===== config.mk =====
export PLATFORM = sky130hd
export DESIGN_NAME = hilo_muldiv_ctrl
export DESIGN_NICKNAME = d
export VERILOG_FILES = /design/src/rtl/muldiv_pkg.sv /design/src/rtl/div_iter.sv /design/src/rtl/hilo_muldiv_ctrl.sv
export SDC_FILE = /design/constraint.sdc
export NUM_CORES = 1
export LEC_CHECK = 0
export BUFFER_PORTS_ARGS = -buffer_cell sky130_fd_sc_hd__buf_2
export CAP_MARGIN = 15
export CORE_MARGIN = 5
export CORE_UTILIZATION = 45
export CTS_CLUSTER_SIZE = 30
export DETAILED_ROUTE_END_ITERATION = 6
export GPL_TIMING_DRIVEN = 0
export HOLD_SLACK_MARGIN = 0.15
export PLACE_DENSITY_LB_ADDON = 0.08
export SETUP_SLACK_MARGIN = 0.3
export SKIP_LAST_GASP = 1
export SLEW_MARGIN = 20
export SYNTH_ARGS = -nofsm -noshare
export SYNTH_HDL_FRONTEND = slang
export SYNTH_SLANG_ARGS = --single-unit
export TNS_END_PERCENT = 5

===== constraint.sdc =====
create_clock -name clk -period 3.7 [get_ports clk]
set_input_delay 0.37 -clock clk [delete_from_list [all_inputs] [get_ports clk]]
set_output_delay 0.37 -clock clk [all_outputs]
set_load 0.03 [all_outputs]

===== src/rtl/muldiv_pkg.sv =====
// Shared op codes, FSM state encodings and special-case divide results
// for the HI/LO multiply/divide sequencer.
package muldiv_pkg;

  localparam logic [2:0] OP_NOP   = 3'd0;
  localparam logic [2:0] OP_MULT  = 3'd1;
  localparam logic [2:0] OP_MULTU = 3'd2;
  localparam logic [2:0] OP_DIV   = 3'd3;
  localparam logic [2:0] OP_DIVU  = 3'd4;
  localparam logic [2:0] OP_MTHI  = 3'd5;
  localparam logic [2:0] OP_MTLO  = 3'd6;

  localparam logic [2:0] ST_IDLE = 3'd0;
  localparam logic [2:0] ST_MUL  = 3'd1;
  localparam logic [2:0] ST_DIV  = 3'd2;
  localparam logic [2:0] ST_FIX  = 3'd3;
  localparam logic [2:0] ST_WB   = 3'd4;

  localparam logic [31:0] DIV0_LO      = 32'hFFFF_FFFF;
  localparam logic [31:0] OVF_DIVIDEND = 32'h8000_0000;
  localparam logic [31:0] OVF_DIVISOR  = 32'hFFFF_FFFF;
  localparam logic [31:0] OVF_LO       = 32'h8000_0000;
  localparam logic [31:0] OVF_HI       = 32'h0000_0000;

endpackage


===== src/rtl/div_iter.sv =====
// Unsigned restoring divider: load captures operands, each enable retires
// one quotient bit; after WIDTH enables quot/rem hold the result.
module div_iter #(
  parameter int unsigned WIDTH = 32
) (
  input  logic             clk,
  input  logic             rst,
  input  logic             load,
  input  logic             en,
  input  logic [WIDTH-1:0] dividend,
  input  logic [WIDTH-1:0] divisor,
  output logic [WIDTH-1:0] quot,
  output logic [WIDTH-1:0] rem
);

  logic [WIDTH-1:0] dsr;
  logic [WIDTH:0]   shifted;
  logic [WIDTH:0]   diff;

  always_comb begin
    shifted = {rem, quot[WIDTH-1]};
    diff    = shifted - {1'b0, dsr};
  end

  // quot doubles as the dividend shift register; its low bits fill with result bits
  always_ff @(posedge clk) begin
    if (rst) begin
      quot <= '0;
      rem  <= '0;
      dsr  <= '0;
    end else if (load) begin
      quot <= dividend;
      rem  <= '0;
      dsr  <= divisor;
    end else if (en) begin
      if (!diff[WIDTH]) begin
        rem  <= diff[WIDTH-1:0];
        quot <= {quot[WIDTH-2:0], 1'b1};
      end else begin
        rem  <= shifted[WIDTH-1:0];
        quot <= {quot[WIDTH-2:0], 1'b0};
      end
    end
  end

endmodule


===== src/rtl/hilo_muldiv_ctrl.sv =====
// HI/LO update sequencer: multi-cycle MULT(U)/DIV(U), direct MTHI/MTLO, hold mux.
// Define MULDIV_FAST_MUL_EN for a registered single-cycle multiply path.
module hilo_muldiv_ctrl #(
  parameter int unsigned WIDTH = 32,
  parameter int unsigned CNT_W = 6
) (
  input  logic             clk,
  input  logic             rst,
  input  logic             op_valid,
  input  logic [2:0]       op,
  input  logic [WIDTH-1:0] rs_val,
  input  logic [WIDTH-1:0] rt_val,
  input  logic             mf_req,
  input  logic [WIDTH-1:0] hi_rd,
  input  logic [WIDTH-1:0] lo_rd,
  output logic             op_ready,
  output logic             stall,
  output logic             busy,
  output logic [WIDTH-1:0] hi_wdata,
  output logic [WIDTH-1:0] lo_wdata,
  output logic             done
);
  import muldiv_pkg::*;

  localparam logic [CNT_W-1:0] LAST = CNT_W'(WIDTH - 1);

  logic [2:0]         state;
  logic [CNT_W-1:0]   cnt;
  logic [WIDTH-1:0]   op_a;
  logic [WIDTH-1:0]   prod_hi, prod_lo;
  logic [WIDTH-1:0]   res_hi, res_lo;
  logic               neg_q, neg_r, div_op, div0, ovf;
  logic               is_mul, is_div, is_signed, accept;
  logic               sign_a, sign_b;
  logic [WIDTH-1:0]   abs_a, abs_b;
  logic [WIDTH-1:0]   quot, rem;
  logic [2*WIDTH-1:0] prod_s;
  logic [WIDTH-1:0]   quo_s, rem_s;

  always_comb begin
    is_mul    = 1'b0;
    is_div    = 1'b0;
    is_signed = 1'b0;
    case (op)
      OP_NOP:   ;
      OP_MULT:  begin is_mul = 1'b1; is_signed = 1'b1; end
      OP_MULTU: is_mul = 1'b1;
      OP_DIV:   begin is_div = 1'b1; is_signed = 1'b1; end
      OP_DIVU:  is_div = 1'b1;
      default:  ;
    endcase
  end

  assign op_ready = (state == ST_IDLE);
  assign accept   = op_valid & op_ready;
  assign busy     = (state != ST_IDLE);
  assign stall    = busy & (op_valid | mf_req);
  assign done     = (state == ST_WB);

  assign sign_a = is_signed & rs_val[WIDTH-1];
  assign sign_b = is_signed & rt_val[WIDTH-1];
  assign abs_a  = sign_a ? -rs_val : rs_val;
  assign abs_b  = sign_b ? -rt_val : rt_val;

  div_iter #(.WIDTH(WIDTH)) u_div (
    .clk      (clk),
    .rst      (rst),
    .load     (accept & is_div),
    .en       (state == ST_DIV),
    .dividend (abs_a),
    .divisor  (abs_b),
    .quot     (quot),
    .rem      (rem)
  );

`ifdef MULDIV_FAST_MUL_EN
  logic [2*WIDTH-1:0] mag, fast_prod;
  always_comb begin
    mag       = {{WIDTH{1'b0}}, op_a} * {{WIDTH{1'b0}}, prod_lo};
    fast_prod = neg_q ? -mag : mag;
  end
`else
  logic [WIDTH:0] mul_sum;
  assign mul_sum = {1'b0, prod_hi} + (prod_lo[0] ? {1'b0, op_a} : '0);
`endif

  // Divide-by-zero keeps |rs| as remainder, so the dividend-sign fix restores rs exactly
  always_comb begin
    prod_s = {prod_hi, prod_lo};
    if (neg_q) prod_s = -prod_s;
    quo_s = neg_q ? -quot : quot;
    rem_s = neg_r ? -rem : rem;
    if (div0) quo_s = DIV0_LO;
    if (ovf) begin
      quo_s = OVF_LO;
      rem_s = OVF_HI;
    end
  end

  always_ff @(posedge clk) begin
    if (rst) begin
      state   <= ST_IDLE;
      cnt     <= '0;
      op_a    <= '0;
      prod_hi <= '0;
      prod_lo <= '0;
      res_hi  <= '0;
      res_lo  <= '0;
      neg_q   <= 1'b0;
      neg_r   <= 1'b0;
      div_op  <= 1'b0;
      div0    <= 1'b0;
      ovf     <= 1'b0;
    end else begin
      case (state)
        ST_IDLE: if (accept && (is_mul || is_div)) begin
          op_a    <= abs_a;
          prod_hi <= '0;
          prod_lo <= abs_b;
          neg_q   <= sign_a ^ sign_b;
          neg_r   <= sign_a;
          div_op  <= is_div;
          div0    <= is_div && (rt_val == '0);
          ovf     <= is_div && is_signed && (rs_val == OVF_DIVIDEND) && (rt_val == OVF_DIVISOR);
          cnt     <= '0;
          state   <= is_mul ? ST_MUL : ST_DIV;
        end
        ST_MUL: begin
`ifdef MULDIV_FAST_MUL_EN
          {res_hi, res_lo} <= fast_prod;
          state <= ST_WB;
`else
          {prod_hi, prod_lo} <= {mul_sum, prod_lo[WIDTH-1:1]};
          cnt <= cnt + CNT_W'(1);
          if (cnt == LAST) state <= ST_FIX;
`endif
        end
        ST_DIV: begin
          cnt <= cnt + CNT_W'(1);
          if (cnt == LAST) state <= ST_FIX;
        end
        ST_FIX: begin
          res_hi <= div_op ? rem_s : prod_s[2*WIDTH-1:WIDTH];
          res_lo <= div_op ? quo_s : prod_s[WIDTH-1:0];
          state  <= ST_WB;
        end
        ST_WB:   state <= ST_IDLE;
        default: state <= ST_IDLE;
      endcase
    end
  end

  always_comb begin
    hi_wdata = hi_rd;
    lo_wdata = lo_rd;
    if (state == ST_WB) begin
      hi_wdata = res_hi;
      lo_wdata = res_lo;
    end else if (accept && !rst) begin
      if (op == OP_MTHI) hi_wdata = rs_val;
      if (op == OP_MTLO) lo_wdata = rs_val;
    end
  end

endmodule


== After elaboration in Yosys (flattened, before gate mapping) ==
Index checks and enable logic that the tools add are counted.
Storage, ports and cells
  flip-flop bits (word level): 270
  bits in latches: 0
  RAM bits: 0
  ROM bits: 0
  output and inout port bits: 68
  logic and storage cells: 102
  memories: 0
Operators by class
  $add $sub $neg: 8
  multiply operators: 0
  divide/modulo/power cells: 0
  magnitude comparators: 0
  equality and inequality tests: 15
  shift-type cells: 0
  mux-type cells: 34
  bitwise operators: 7
  reduce and logical (&&, ||, !) cells: 23
Operators with widths (number)
  32-bit two-way mux: 21
  32-bit negator: 4
  32-bit case mux with 2 select lines: 2
  32-bit == test, second input constant: 2
  64-bit two-way mux: 1
  64-bit negator: 1
  32-bit by 32-bit adder with 33-bit output: 1
  33-bit by 32-bit subtractor with 33-bit output: 1
  32-bit zero test: 1
  3-bit by 2-bit == test with 1-bit output, second input constant: 4
  3-bit == test, second input constant: 4
  6-bit case mux with 2 select lines: 1
  2-bit OR reduction: 5
  3-bit case mux with 3 select lines: 1
  2-bit AND reduction: 4
  6-bit by 1-bit adder with 6-bit output, second input constant: 1
  3-bit by 1-bit == test with 1-bit output, second input constant: 2
  6-bit by 5-bit == test with 1-bit output, second input constant: 1
  1-bit logical AND: 6
  3-bit two-way mux: 2
  6-bit two-way mux: 1
  2-bit nonzero test: 3
  1-bit AND: 5
  1-bit two-way mux: 4
  8 further kinds: 9

== Longest topological paths before layout ==
  depth after elaboration: 7
  mapped depth: 17
  gate-level depth less buffers: 15

== Hierarchy ==
Synthesis repeated with hierarchy kept, for this count alone.
Second synthesis, totals
  cell total of the unflattened synthesis: 2724
  area, all modules: 20364.5 um^2
By module, submodules not included
  hilo_muldiv_ctrl: times used 1, cells an instance 1988, area each 14604.0 um^2
  div_iter: times used 1, cells an instance 736, area each 5760.5 um^2

== Worst setup path before layout ==
OpenSTA, ideal clock, no wires.
  path kind: register to output
  from: register state[0]
  to: output port hi_wdata[10]
  arrival: 3.177 ns
  data required time: 3.330 ns
  path slack: 0.153 ns
  cell stages (with the launch flop): 11
  buffers on the path: 3
  path through: dfxtp_1 > clkbuf_1 > or3_1 > inv_1 > nand2_1 > nor3b_1 > nand3b_1 > clkbuf_1 > clkbuf_1 > mux2i_1 > o21ai_0
Between the ends
  longest elaborated chain between the ends: 5
Ends and longest elaborated chain
  from (decl): line hilo_muldiv_ctrl.sv:27  | logic [2:0] state;
  from (signal assigned): line hilo_muldiv_ctrl.sv:126  | state <= is_mul ? ST_MUL : ST_DIV;
  3-bit zero test: line hilo_muldiv_ctrl.sv:54  | assign op_ready = (state == ST_IDLE);
  net op_ready: line hilo_muldiv_ctrl.sv:16  | output logic op_ready,
  1-bit AND: line hilo_muldiv_ctrl.sv:55  | assign accept = op_valid & op_ready;
  1-bit logical AND: line hilo_muldiv_ctrl.sv:159  | end else if (accept && !rst) begin
  32-bit two-way mux: line hilo_muldiv_ctrl.sv:159
  32-bit two-way mux: line hilo_muldiv_ctrl.sv:156  | if (state == ST_WB) begin
  to (decl): line hilo_muldiv_ctrl.sv:19  | output logic [WIDTH-1:0] hi_wdata,
The timed path passes the listed nets, and every way through them passes these cells.

== Worst setup path after layout ==
  from: register u_div.dsr[22]
  to: register u_div.rem[10]
Between the ends
  longest elaborated chain between the ends: 2
Ends and longest elaborated chain
  from (decl): line div_iter.sv:16  | logic [WIDTH-1:0] dsr;
  from (signal assigned): line div_iter.sv:34  | dsr <= divisor;
  33-bit by 32-bit subtractor with 33-bit output: line div_iter.sv:22  | diff = shifted - {1'b0, dsr};
  32-bit two-way mux: line div_iter.sv:36  | if (!diff[WIDTH]) begin
  to (signal assigned): line div_iter.sv:37  | rem <= diff[WIDTH-1:0];
  to (signal assigned): line div_iter.sv:40  | rem <= shifted[WIDTH-1:0];
  to (decl): line div_iter.sv:13  | output logic [WIDTH-1:0] rem
No other way between the ends.
A chain may end at the register's enable or synchronous reset.

==> flow_metrics.py <==
metrics = {
    "synthesis": {
        "ys_seq_area_frac": 0.280,
        "yosysUniqueCellTypes": 69,
        "synthesis.nets": 2824,
        "synthArstFlopShare": 0,
        "syn-instance-count": 2616,
        "synth-seq-cells": 270,
        "synth_edf_count": 0,
        "ys_warn_count": 0,
        "syn_area_um2": 19300,
        "syn_avg_cell_area_um2": 7.39,
        "synth_flop_cell": "dfxtp_1",
    },
    "sta": {
        "setup_slack_ns": 0.160,
        "setup_viol": 0,
        "slew-limit-headroom": 0.319,
        "final.setup.tns_ns": 0,
        "hold_ws_ns": 0.190,
        "period_share": 0.957,
        "hold_viol": 0,
        "drv_slew": 0,
        "rsz0062_at_grt": "yes",
        "finClkSkew_ns": 0.0173,
        "fin_crit_ns": 3.54,
        "fmax_mhz": 282,
        "tightest_slew_ns": 1.02,
    },
    "hold_path": {
        "min_path_type": "in -> reg",
        "min_path_cells": 3,
        "min_to": "op_a[0]",
        "min_from": "rs_val[0]",
    },
    "drt": {
        "drtAntennaViolNets": 0,
        "drtIter0Drc": 1907,
        "drcViolationCount": 0,
        "drt-total-wl_mm": 87.0,
        "wire_per_inst_um": 25.2,
        "dr.pass1.iters": 6,
        "num_vias": 21200,
        "vias_per_cell": 6.15,
    },
    "placement": {
        "place_congestion": 1.08,
        "pre_cts_ws_ns": -0.822,
        "post_dp_cell_area_um2": 21000,
        "io_buffers": 202,
        "hpwl_mm": 69.9,
    },
    "global_routing": {
        "grt_pass1_wl_mm": 126,
        "grt-ovfl-total": 0,
        "grt_max_degree": 13,
        "grt_usage": 0.352,
        "grt_antenna_before_repair": 2,
        "grt_pass1_vias": 19800,
    },
    "final_layout": {
        "final_layout_size_suffix_gt1_frac": 0.149,
        "final_nets": 3089,
        "nFillCells": 4230,
        "post-route-cell-area_um2": 23200,
        "antenna_cells": 0,
        "area_growth_pct": 20.1,
    },
    "cts": {
        "cts_tree": "yes",
        "clock_latency_ns": 0.55,
        "cts_max_level": 2,
        "clockBufferDepth": 3,
        "clkSinkCount": 270,
        "clk_pin_slew_ns": 0.06,
        "cts_buffers": 35,
        "hold_buffers": 0,
        "root_buffer": "clkbuf_16",
    },
    "floorplanning": {
        "die_h_um": 217,
        "fp-row-count": 76,
        "die_area_um2": 47200,
        "die_x_um": 217,
        "io_pins": 203,
        "coreArea_um2": 42800,
        "start_util": 0.452,
    },
    "power": {
        "p_comb_frac": 0.557,
        "p_leak_nw": 9.23,
        "switching_share": 0.449,
        "seqPwrFrac": 0.232,
        "power_density_nw_per_um2": 758,
        "internal-power_mw": 9.69,
        "p_sw_mw": 7.90,
        "clkPwrFrac": 0.212,
        "p_total_mw": 17.6,
        "ir_drop_uv": 749,
    },
    "critical_path": {
        "rrSetupSlack_ns": 0.16,
        "r2r-end": "u_div.rem[10]",
        "cp.required_ns": 4.11,
        "path_class": "reg -> reg",
        "critPathMaxFanout": 7,
        "arrival_ns": 3.95,
        "end_kind": "register",
        "reg2reg_from": "u_div.dsr[22]",
        "startpoint_type": "register",
        "rr_worst_depth": 15,
    },
    "outcome": {
        "status": "finished, final reports clean",
    },
    "job": {
        "drv_cap": 0,
    },
}
per-layer routing:
metal / track usage / part of all wire / vias up
met4: 0.117 / 0.037 / 4
met5: 0 / 0.00028 / -
met1: 0.485 / 0.43 / 10200
li1: - / - / 9855
met3: 0.0887 / 0.095 / 165
met2: 0.541 / 0.43 / 947
Yosys cell counts (14+ instances only):
library cell / number / area share
a211oi_1: 56 / 0.022
and2_1: 44 / 0.014
or3_1: 25 / 0.0081
xor2_1: 132 / 0.060
o31ai_1: 41 / 0.016
nor2_1: 344 / 0.067
nand3_1: 37 / 0.0096
mux2i_1: 89 / 0.046
or4_1: 15 / 0.0058
o41ai_1: 19 / 0.0086
xnor2_1: 102 / 0.046
a22oi_1: 32 / 0.012
clkbuf_1: 149 / 0.029
nand4_1: 23 / 0.0074
inv_1: 72 / 0.014
nor2b_1: 14 / 0.0045
o221ai_1: 22 / 0.010
nand2b_1: 26 / 0.0084
o211ai_1: 31 / 0.012
a31oi_1: 15 / 0.0049
a221oi_1: 32 / 0.015
nand2_1: 264 / 0.051
dfxtp_1: 270 / 0.28
a21o_1: 32 / 0.012
a21oi_1: 192 / 0.050
nor3_1: 68 / 0.018
o21ai_0: 254 / 0.066
ha_1: 71 / 0.046
layout make-up:
class / instances / area [µm²] / area share
clock inverters: 13 / 218 / 0.00938
clock buffers: 46 / 1010 / 0.0435
flip-flops and latches: 270 / 5430 / 0.234
plain buffers: 171 / 828 / 0.0357
multi-input cells: 2103 / 13500 / 0.582
well taps: 546 / 683 / 0.0294
repair buffers: 228 / 1250 / 0.0539
inverters: 72 / 275 / 0.0119
how the worst max path moves through the flow:
stage	startpoint	endpoint	slack (ns)	depth (start not counted)
2_1_floorplan	state[0]	hi_wdata[12]	0.15	10
3_3_place_gp	prod_lo[0]	prod_hi[29]	-0.82	17
3_5_place_dp	prod_lo[0]	prod_hi[29]	-0.82	17
4_1_cts	prod_hi[0]	res_hi[29]	0.23	11
5_1_grt	u_div.dsr[22]	u_div.rem[7]	0.001	15
6_report	u_div.dsr[22]	u_div.rem[10]	0.16	15
cell usage in the layout (no fill, tap or decap), types with 64 or more instances in the layout:
| cell type | instances |
|---|---|
| xnor2_1 | 101 |
| clkbuf_1 | 139 |
| a21oi_1 | 190 |
| nand2_1 | 262 |
| nor3_1 | 64 |
| buf_2 | 194 |
| xor2_1 | 124 |
| nor2_1 | 341 |
| dfxtp_1 | 254 |
| o21ai_0 | 239 |
| mux2i_1 | 87 |
registers in the layout, indices dropped and copies added, names as in the netlist:
register,count
prod_lo,32
neg_r,1
state,3
u_div.rem,32
prod_hi,32
op_a,32
neg_q,1
div0,1
cnt,6
res_lo,32
u_div.quot,32
ovf,1
div_op,1
res_hi,32
u_div.dsr,32
metrics by stage:
stage / cells / util
after floorplan: 2616 / -
after global placement: 3364 / 0.491
after detailed placement: 3364 / 0.491
after CTS: 3441 / 0.537
after global routing: 3449 / 0.542
final: 3449 / 0.542
power by group through the flow:
stage,sequential (mW),clock [mW],combinational (mW)
after floorplan,3.79,0,6.36
after global placement,4.04,0,8.50
after detailed placement,4.06,0,8.57
after CTS,4.03,3.75,9.31
after global routing,4.11,3.88,10.6
final,4.07,3.73,9.79
worst max-delay path: stages (launching register included):
cell and delay, ns:
dfxtp_2 0.35, inv_4 0.06, ha_4 0.26, buf_6 0.09, nand4_1 0.21, nor4_2 0.38, a22o_1 0.19, a31oi_2 0.05
and3b_2 0.24, or4b_4 0.51, nor3b_4 0.19, xnor2_2 0.23, buf_4 0.19, buf_12 0.13, mux2i_4 0.22, a211oi_2 0.08
repair_timing:
action | CTS | global route
resized for setup | 144 | 56
hold endpoints to repair | 0 | 0
pin swaps | 29 | 17
setup endpoints to repair | 141 | 118
setup buffers | 18 | 8
cells by family (layout without fill, tap and decap cells):
group / count (synthesis) / count (layout) / share of synthesized area
xor+xnor: 234 / 234 / 0.106
flops: 270 / 270 / 0.280
buf+inv: 243 / 530 / 0.0489
compound gates: 788 / 788 / 0.253
mux: 89 / 89 / 0.0461
simple gates: 919 / 919 / 0.218
fa+ha+maj: 73 / 73 / 0.0480
No activity file was read; power rests on OpenSTA's default activity.
